$ cat src/rtl/intercal_alu_pkg.sv
// Shared types and constants for the intercal ALU and its byte-serial sequencer.
package intercal_alu_pkg;

  typedef enum logic [2:0] {
    IDLE   = 3'd0,
    LOAD_A = 3'd1,
    LOAD_B = 3'd2,
    EXEC   = 3'd3,
    SEND   = 3'd4
  } state_e;

  // Command byte field positions
  localparam int CMD_CHAIN   = 4;
  localparam int CMD_HALF    = 5;
  localparam int CMD_RSV_LSB = 6;
  localparam int CMD_RSV_MSB = 7;

  // Ops 0..7 take both operands, 8..15 are unary on A
  localparam logic [15:0] BINARY_MASK_DEFAULT = 16'h00FF;

  localparam logic [3:0] OP_MINGLE = 4'd0;   // interleave a[15:0] (odd bits) with b[15:0] (even bits)
  localparam logic [3:0] OP_SELECT = 4'd1;   // bits of a where b=1, packed toward bit 0
  localparam logic [3:0] OP_AND    = 4'd2;
  localparam logic [3:0] OP_OR     = 4'd3;
  localparam logic [3:0] OP_XOR    = 4'd4;
  localparam logic [3:0] OP_ADD    = 4'd5;
  localparam logic [3:0] OP_SUB    = 4'd6;
  localparam logic [3:0] OP_MUL    = 4'd7;   // low 32 bits of the product
  localparam logic [3:0] OP_UAND   = 4'd8;   // a & ror1(a)
  localparam logic [3:0] OP_UOR    = 4'd9;   // a | ror1(a)
  localparam logic [3:0] OP_UXOR   = 4'd10;  // a ^ ror1(a)
  localparam logic [3:0] OP_NOT    = 4'd11;
  localparam logic [3:0] OP_REV    = 4'd12;  // bit reverse
  localparam logic [3:0] OP_ROL1   = 4'd13;
  localparam logic [3:0] OP_PASS   = 4'd14;
  localparam logic [3:0] OP_NEG    = 4'd15;  // two's complement negate

  function automatic logic op_is_binary(input logic [15:0] mask, input logic [3:0] op);
    return mask[op];
  endfunction

endpackage

$ cat src/rtl/intercal_alu_seq_if.sv
// Command/operand byte stream in, result byte stream out, both valid/ready.
interface intercal_alu_seq_if;
  logic [7:0] in_data;
  logic       in_valid;
  logic       in_ready;
  logic [7:0] out_data;
  logic       out_valid;
  logic       out_ready;

  modport master (
    output in_data, in_valid, out_ready,
    input  in_ready, out_data, out_valid
  );

  modport slave (
    input  in_data, in_valid, out_ready,
    output in_ready, out_data, out_valid
  );
endinterface

$ cat src/rtl/intercal_alu.sv
// Purely combinational 16-op ALU over two 32-bit operands.
module intercal_alu
  import intercal_alu_pkg::*;
(
  input  logic [3:0]  op,
  input  logic [31:0] a,
  input  logic [31:0] b,
  output logic [31:0] f
);

  logic [31:0] mingle_v;
  logic [31:0] select_v;
  logic [31:0] rev_v;
  logic [31:0] ror1_v;
  logic [4:0]  sel_pos;

  assign ror1_v = {a[0], a[31:1]};

  // Interleave: a supplies the odd result bits, b the even ones
  always_comb begin
    mingle_v = '0;
    for (int i = 0; i < 16; i++) begin
      mingle_v[2*i+1] = a[i];
      mingle_v[2*i]   = b[i];
    end
  end

  // Gather the bits of a selected by b into the low end of the result
  always_comb begin
    select_v = '0;
    sel_pos  = '0;
    for (int i = 0; i < 32; i++) begin
      if (b[i]) begin
        select_v[sel_pos] = a[i];
        sel_pos           = sel_pos + 5'd1;
      end
    end
  end

  // Bit reversal of a
  always_comb begin
    rev_v = '0;
    for (int i = 0; i < 32; i++) rev_v[i] = a[31-i];
  end

  // Op decode
  always_comb begin
    f = '0;
    unique case (op)
      OP_MINGLE: f = mingle_v;
      OP_SELECT: f = select_v;
      OP_AND:    f = a & b;
      OP_OR:     f = a | b;
      OP_XOR:    f = a ^ b;
      OP_ADD:    f = a + b;
      OP_SUB:    f = a - b;
      OP_MUL:    f = a * b;
      OP_UAND:   f = a & ror1_v;
      OP_UOR:    f = a | ror1_v;
      OP_UXOR:   f = a ^ ror1_v;
      OP_NOT:    f = ~a;
      OP_REV:    f = rev_v;
      OP_ROL1:   f = {a[30:0], a[31]};
      OP_PASS:   f = a;
      OP_NEG:    f = -a;
      default:   f = '0;
    endcase
  end

endmodule

$ cat src/rtl/intercal_alu_seq.sv
// Byte-serial command sequencer around one intercal_alu.
//
// state  | meaning
// IDLE   | waiting for a command byte
// LOAD_A | collecting 4 A bytes, LSB first
// LOAD_B | collecting 4 B bytes, LSB first
// EXEC   | one cycle: result register captures the ALU output
// SEND   | streaming 2 or 4 result bytes, LSB first
module intercal_alu_seq
  import intercal_alu_pkg::*;
#(
  parameter logic [15:0] BINARY_MASK = BINARY_MASK_DEFAULT
) (
  input  logic               clk,
  input  logic               rst_n,
  intercal_alu_seq_if.slave  bus,
  output logic               busy,
  output logic               err
);

  state_e      state_q, state_d;
  logic [1:0]  cnt_q;
  logic [3:0]  op_q;
  logic        half_q;
  logic        err_q;
  logic [31:0] a_q, b_q, res_q;
  logic [31:0] alu_f;

  logic        in_fire, out_fire;
  logic        cmd_ok, cmd_chain;
  logic [3:0]  cmd_op;
  logic [1:0]  last_idx;

  intercal_alu u_alu (
    .op (op_q),
    .a  (a_q),
    .b  (b_q),
    .f  (alu_f)
  );

  // Ready/valid derive from state alone, so neither stream sees the other combinationally
  assign bus.in_ready  = (state_q == IDLE) || (state_q == LOAD_A) || (state_q == LOAD_B);
  assign bus.out_valid = (state_q == SEND);
  assign bus.out_data  = (state_q == SEND) ? res_q[{cnt_q, 3'b000} +: 8] : 8'h00;
  assign busy          = (state_q != IDLE);
  assign err           = err_q;

  assign in_fire   = bus.in_valid && bus.in_ready;
  assign out_fire  = bus.out_valid && bus.out_ready;
  assign cmd_ok    = (bus.in_data[CMD_RSV_MSB:CMD_RSV_LSB] == 2'b00);
  assign cmd_chain = bus.in_data[CMD_CHAIN];
  assign cmd_op    = bus.in_data[3:0];
  assign last_idx  = half_q ? 2'd1 : 2'd3;

  // State register
  always_ff @(posedge clk or negedge rst_n) begin
    if (!rst_n) state_q <= IDLE;
    else        state_q <= state_d;
  end

  // Next-state decode
  always_comb begin
    state_d = state_q;
    unique case (state_q)
      IDLE: begin
        if (in_fire && cmd_ok) begin
          if (!cmd_chain)                            state_d = LOAD_A;
          else if (op_is_binary(BINARY_MASK, cmd_op)) state_d = LOAD_B;
          else                                       state_d = EXEC;
        end
      end
      LOAD_A: begin
        if (in_fire && cnt_q == 2'd3)
          state_d = op_is_binary(BINARY_MASK, op_q) ? LOAD_B : EXEC;
      end
      LOAD_B: begin
        if (in_fire && cnt_q == 2'd3) state_d = EXEC;
      end
      EXEC:    state_d = SEND;
      SEND: begin
        if (out_fire && cnt_q == last_idx) state_d = IDLE;
      end
      default: state_d = IDLE;
    endcase
  end

  // Command fields, operand capture, result register and byte counter
  always_ff @(posedge clk or negedge rst_n) begin
    if (!rst_n) begin
      cnt_q  <= '0;
      op_q   <= '0;
      half_q <= 1'b0;
      err_q  <= 1'b0;
      a_q    <= '0;
      b_q    <= '0;
      res_q  <= '0;
    end else begin
      unique case (state_q)
        IDLE: begin
          if (in_fire) begin
            if (!cmd_ok) begin
              err_q <= 1'b1;
            end else begin
              err_q  <= 1'b0;
              op_q   <= cmd_op;
              half_q <= bus.in_data[CMD_HALF];
              cnt_q  <= '0;
              // B is cleared up front so unary ops always see B = 0
              b_q    <= '0;
              if (cmd_chain) a_q <= res_q;
            end
          end
        end
        LOAD_A: begin
          if (in_fire) begin
            a_q[{cnt_q, 3'b000} +: 8] <= bus.in_data;
            cnt_q <= cnt_q + 2'd1;
          end
        end
        LOAD_B: begin
          if (in_fire) begin
            b_q[{cnt_q, 3'b000} +: 8] <= bus.in_data;
            cnt_q <= cnt_q + 2'd1;
          end
        end
        EXEC: begin
          res_q <= alu_f;
          cnt_q <= '0;
        end
        SEND: begin
          if (out_fire) cnt_q <= cnt_q + 2'd1;
        end
        default: cnt_q <= '0;
      endcase
    end
  end

endmodule
$ cat src/flat_wrapper.sv
// flat-port wrapper written by rule: the top's interface ports become plain ports
module intercal_alu_seq_flat import intercal_alu_pkg::*;
#(
  parameter logic [15:0] BINARY_MASK = BINARY_MASK_DEFAULT
)
  (clk, rst_n, busy, err, bus_in_data, bus_in_valid, bus_out_ready, bus_in_ready, bus_out_data, bus_out_valid);
  intercal_alu_seq_if bus_i ();
  input  logic clk;
  input  logic rst_n;
  output logic busy;
  output logic err;
  input wire logic [$bits(bus_i.in_data)-1:0] bus_in_data;
  input wire logic [$bits(bus_i.in_valid)-1:0] bus_in_valid;
  input wire logic [$bits(bus_i.out_ready)-1:0] bus_out_ready;
  output wire logic [$bits(bus_i.in_ready)-1:0] bus_in_ready;
  output wire logic [$bits(bus_i.out_data)-1:0] bus_out_data;
  output wire logic [$bits(bus_i.out_valid)-1:0] bus_out_valid;
  assign bus_i.in_data = bus_in_data;
  assign bus_i.in_valid = bus_in_valid;
  assign bus_i.out_ready = bus_out_ready;
  assign bus_in_ready = bus_i.in_ready;
  assign bus_out_data = bus_i.out_data;
  assign bus_out_valid = bus_i.out_valid;
  intercal_alu_seq #(.BINARY_MASK(BINARY_MASK)) u_core (.clk(clk), .rst_n(rst_n), .bus(bus_i), .busy(busy), .err(err));
endmodule
$ cat config.mk
export PLATFORM = sky130hd
export DESIGN_NAME = intercal_alu_seq_flat
export DESIGN_NICKNAME = d
export VERILOG_FILES = /design/src/rtl/intercal_alu_pkg.sv /design/src/rtl/intercal_alu_seq_if.sv /design/src/rtl/intercal_alu.sv /design/src/rtl/intercal_alu_seq.sv /design/src/flat_wrapper.sv
export SDC_FILE = /design/constraint.sdc
export NUM_CORES = 2
export LEC_CHECK = 0
export CAP_MARGIN = 20
export CORE_ASPECT_RATIO = 0.9
export CORE_UTILIZATION = 50
export DETAILED_ROUTE_END_ITERATION = 16
export PLACE_DENSITY = 0.76
export RECOVER_POWER = 25
export SLEW_MARGIN = 10
export SYNTH_ARGS = -nofsm -noshare
export SYNTH_HDL_FRONTEND = slang
export SYNTH_HIERARCHICAL = 1
export SYNTH_SLANG_ARGS = --single-unit
$ cat constraint.sdc
create_clock -name clk -period 54 [get_ports clk]
set_input_delay 5.4 -clock clk [delete_from_list [all_inputs] [get_ports clk]]
set_output_delay 5.4 -clock clk [all_outputs]
set_load 0.02 [all_outputs]
==> results.json <==
{
  "final_nets": 7254,
  "cts_made_buffers": 9,
  "synth_top_area_share_pct": 16.9,
  "portBuffers": 23,
  "grt.total_usage_pct": 48.9,
  "cp-end-kind": "flop",
  "yosysWarnings": 6,
  "timing.hold.ws_ns": 0.501,
  "seq_area_frac_synth_pct": 5.50,
  "post_cts_resized": 0,
  "finalHoldViolCount": 0,
  "violations": "max-capacitance violations, max-slew violations",
  "cp_slowest_stage_delay_ns": 0.79,
  "cts_buffer_depth": 2,
  "async_flop_share_pct": 100,
  "dpl.hpwl_um": 186000,
  "fillCellCount": 9437,
  "viasPerCell": 7.21,
  "root_buffer": "clkbuf_16",
  "clock_latency_ns": 0.40,
  "leakagePower_uw": 0.0204,
  "drt-pass1-iter-count": 8,
  "yosysTopAreaCell": "fa_1",
  "cts_setup_buffers": 0,
  "cp_slowest_cell": "fa_1",
  "syn_to_final_growth_pct": 3.64,
  "min_path_type": "reg2reg",
  "vias": 56500,
  "antenna_found_initial": 14,
  "worstSetupPathType": "reg2reg",
  "ys_top_cells_by_area": "fa_1 17%, nand2_1 7.8%, ha_1 7.0%",
  "placed_cells": 7808,
  "startpoint_type": "flop",
  "dieArea_um2": 98600,
  "clk_pin_slew_ns": 0.09,
  "row_count": 108,
  "final_util_pct": 52.3,
  "finalClockSkew_ns": 0.0151,
  "max-slew-margin-rel_pct": -186,
  "chipHeight_um": 298,
  "power_per_cell_area_nw_per_um2": 28.5,
  "final_layout_size_suffix_gt1_share_pct": 7.17,
  "max_cap_viol_count": 2,
  "crit_arrival_ns": 24.88,
  "finalNonFillerCells": 7839,
  "syn-num-nets": 7544,
  "vdd_drop_max_uv": 29.1,
  "worst_pin_slew_ns": 4.28,
  "synthCells": 6850,
  "die-width_um": 331,
  "cts_sinks": 107,
  "grt_pass1_wl_um": 360000,
  "synth_edf_count": 0,
  "grt_max_degree": 71,
  "ioPinCount": 24,
  "layout_min_cycle_time_ns": 24.58,
  "finalSetupViolCount": 0,
  "cp_max_fo": 46,
  "mostFrequentLayoutCell": "nand2_1",
  "synth.avg_cell_area_um2": 7.10,
  "synth.distinct_cells": 105,
  "wl_um": 248000,
  "fmax_mhz": 40.7,
  "finalSetupTns_ns": 0,
  "path_common_cell": "ha_1",
  "cts-htree-levels": 3,
  "ant_nets": 0,
  "finalCritPeriodShare_pct": 45.5,
  "drt-wirelength-per-cell_um": 31.6,
  "fp.coreArea_um2": 96300,
  "ys_seq_elements": 107,
  "drv_slew": 110,
  "outcome": "complete, but fails checks",
  "seq_area_um2": 2710,
  "multiInputGateArea_um2": 41900,
  "drc": 0,
  "layout_common_cells": "1004 x nand2_1, 614 x nor2_1, 580 x inv_1, 410 x fa_1, 341 x a21oi_1",
  "drtIter0Drc": 9156,
  "grt-ovfl-total": 0,
  "start_util_pct": 50.5,
  "synth_area_um2": 48700,
  "grt_pass1_vias": 53000,
  "rsz0062_at_grt": "no",
  "cts_tree": "yes",
  "place_congestion": 1.10,
  "r2r_slack_ns": 29.42,
  "cp.required_ns": 54.30,
  "postCtsHoldBufs": 0,
  "synth_flop_cell": "dfrtp_1"
}
==> path summary, 6_finish.rpt <==
path                                start               end  cells after the start
max                         u_core/b_q[2]  u_core/res_q[15]                    100
max in group asynchronous           rst_n    u_core/a_q[15]                      2
max reg2reg                 u_core/b_q[2]  u_core/res_q[15]                    100
min in group asynchronous           rst_n     u_core/b_q[8]                      1
min reg2reg                u_core/b_q[14]    u_core/b_q[14]                      2
min                        u_core/b_q[14]    u_core/b_q[14]                      2
==> metrics by stage <==
step                area, um2  worst slack (ns)  total power, uW
global route            50400             27.92             1480
CTS                     50300             30.01             1350
finish                  50400             29.42             1440
detailed placement      50000             30.07             1260
floorplan               48700             33.40              853
global placement        50000             30.90             1260
==> final cells by class <==
class                           instances  area share (%)
Clock buffer                            9           0.447
Clock inverter                          7           0.233
Sequential cell                       107            5.38
Multi-Input combinational cell       5638            83.1
Tap cell                             1265            3.14
Antenna cell                            9          0.0447
Inverter                              596            4.44
Timing Repair Buffer                  208            3.25
==> worst max-delay path, delay by kind of cell, from the launching register on <==
kind | cells | cell delay, ns
xor+xnor | 2 | 1.29
simple gates | 26 | 3.64
buf+inv | 12 | 1.88
fa+ha+maj | 27 | 9.02
compound gates | 27 | 6.43
flops | 1 | 0.33
mux | 6 | 1.80
==> per-layer routing <==
layer | share of wire (%) | vias to the layer above | track usage [%] | wire [um]
met1 | 38 | 27300 | 64.4 | 94000
met4 | 7.0 | 12 | 28.1 | 17400
li1 | - | 23500 | - | -
met5 | 0.046 | - | 0 | 115
met2 | 41 | 4640 | 69.4 | 101000
met3 | 14 | 1002 | 15.9 | 35100
==> cells by family (layout without fill, tap and decap cells) <==
logic type	count (synthesis)	after routing	share of synthesized area, %
compound gates	1720	1720	24.4
fa+ha+maj	684	684	23.9
xor+xnor	344	344	7.34
buf+inv	1105	820	8.72
simple gates	2658	2658	24.9
other cells	0	9	0
mux	232	232	5.23
flops	107	107	5.50
==> Yosys cell counts (all sizes together) (18+ instances only) <==
library cell  number
nand2b            36
nor2             621
a21boi            22
xor2              65
or3               49
a211oi            59
mux2              98
a32oi             38
nand4             56
o211ai            44
o22a              28
a221o             22
o221ai            67
inv              586
mux2i            126
and3              61
clkbuf           397
o21ai            332
a31oi             87
o31ai             42
o32a              23
and2             216
fa               410
nor2b             23
nand3            275
o22ai            134
ha               272
or2               18
a221oi            83
o21a              20
a21oi            343
xnor2            264
o32ai             56
nand2           1009
nor4              34
dfrtp            107
a22o              52
buf              112
a22oi             71
nor3             203
==> report_power, final <==
| group | switching [uW] | internal, uW | total [uW] |
|---|---|---|---|
| logic | 820 | 369 | 1190 |
| clock network | 40.5 | 38.3 | 78.8 |
| registers | 69.3 | 101 | 170 |
| total | 930 | 508 | 1440 |
==> state kept, by name, summed over array words and instances (netlist names) <==
register and count:
u_core/cnt_q 2, u_core/a_q 32, u_core/b_q 32, u_core/state_q 3, u_core/res_q 32, u_core/op_q 4, u_core/err 1, u_core/half_q 1
Power figures use the tool's default switching activity.
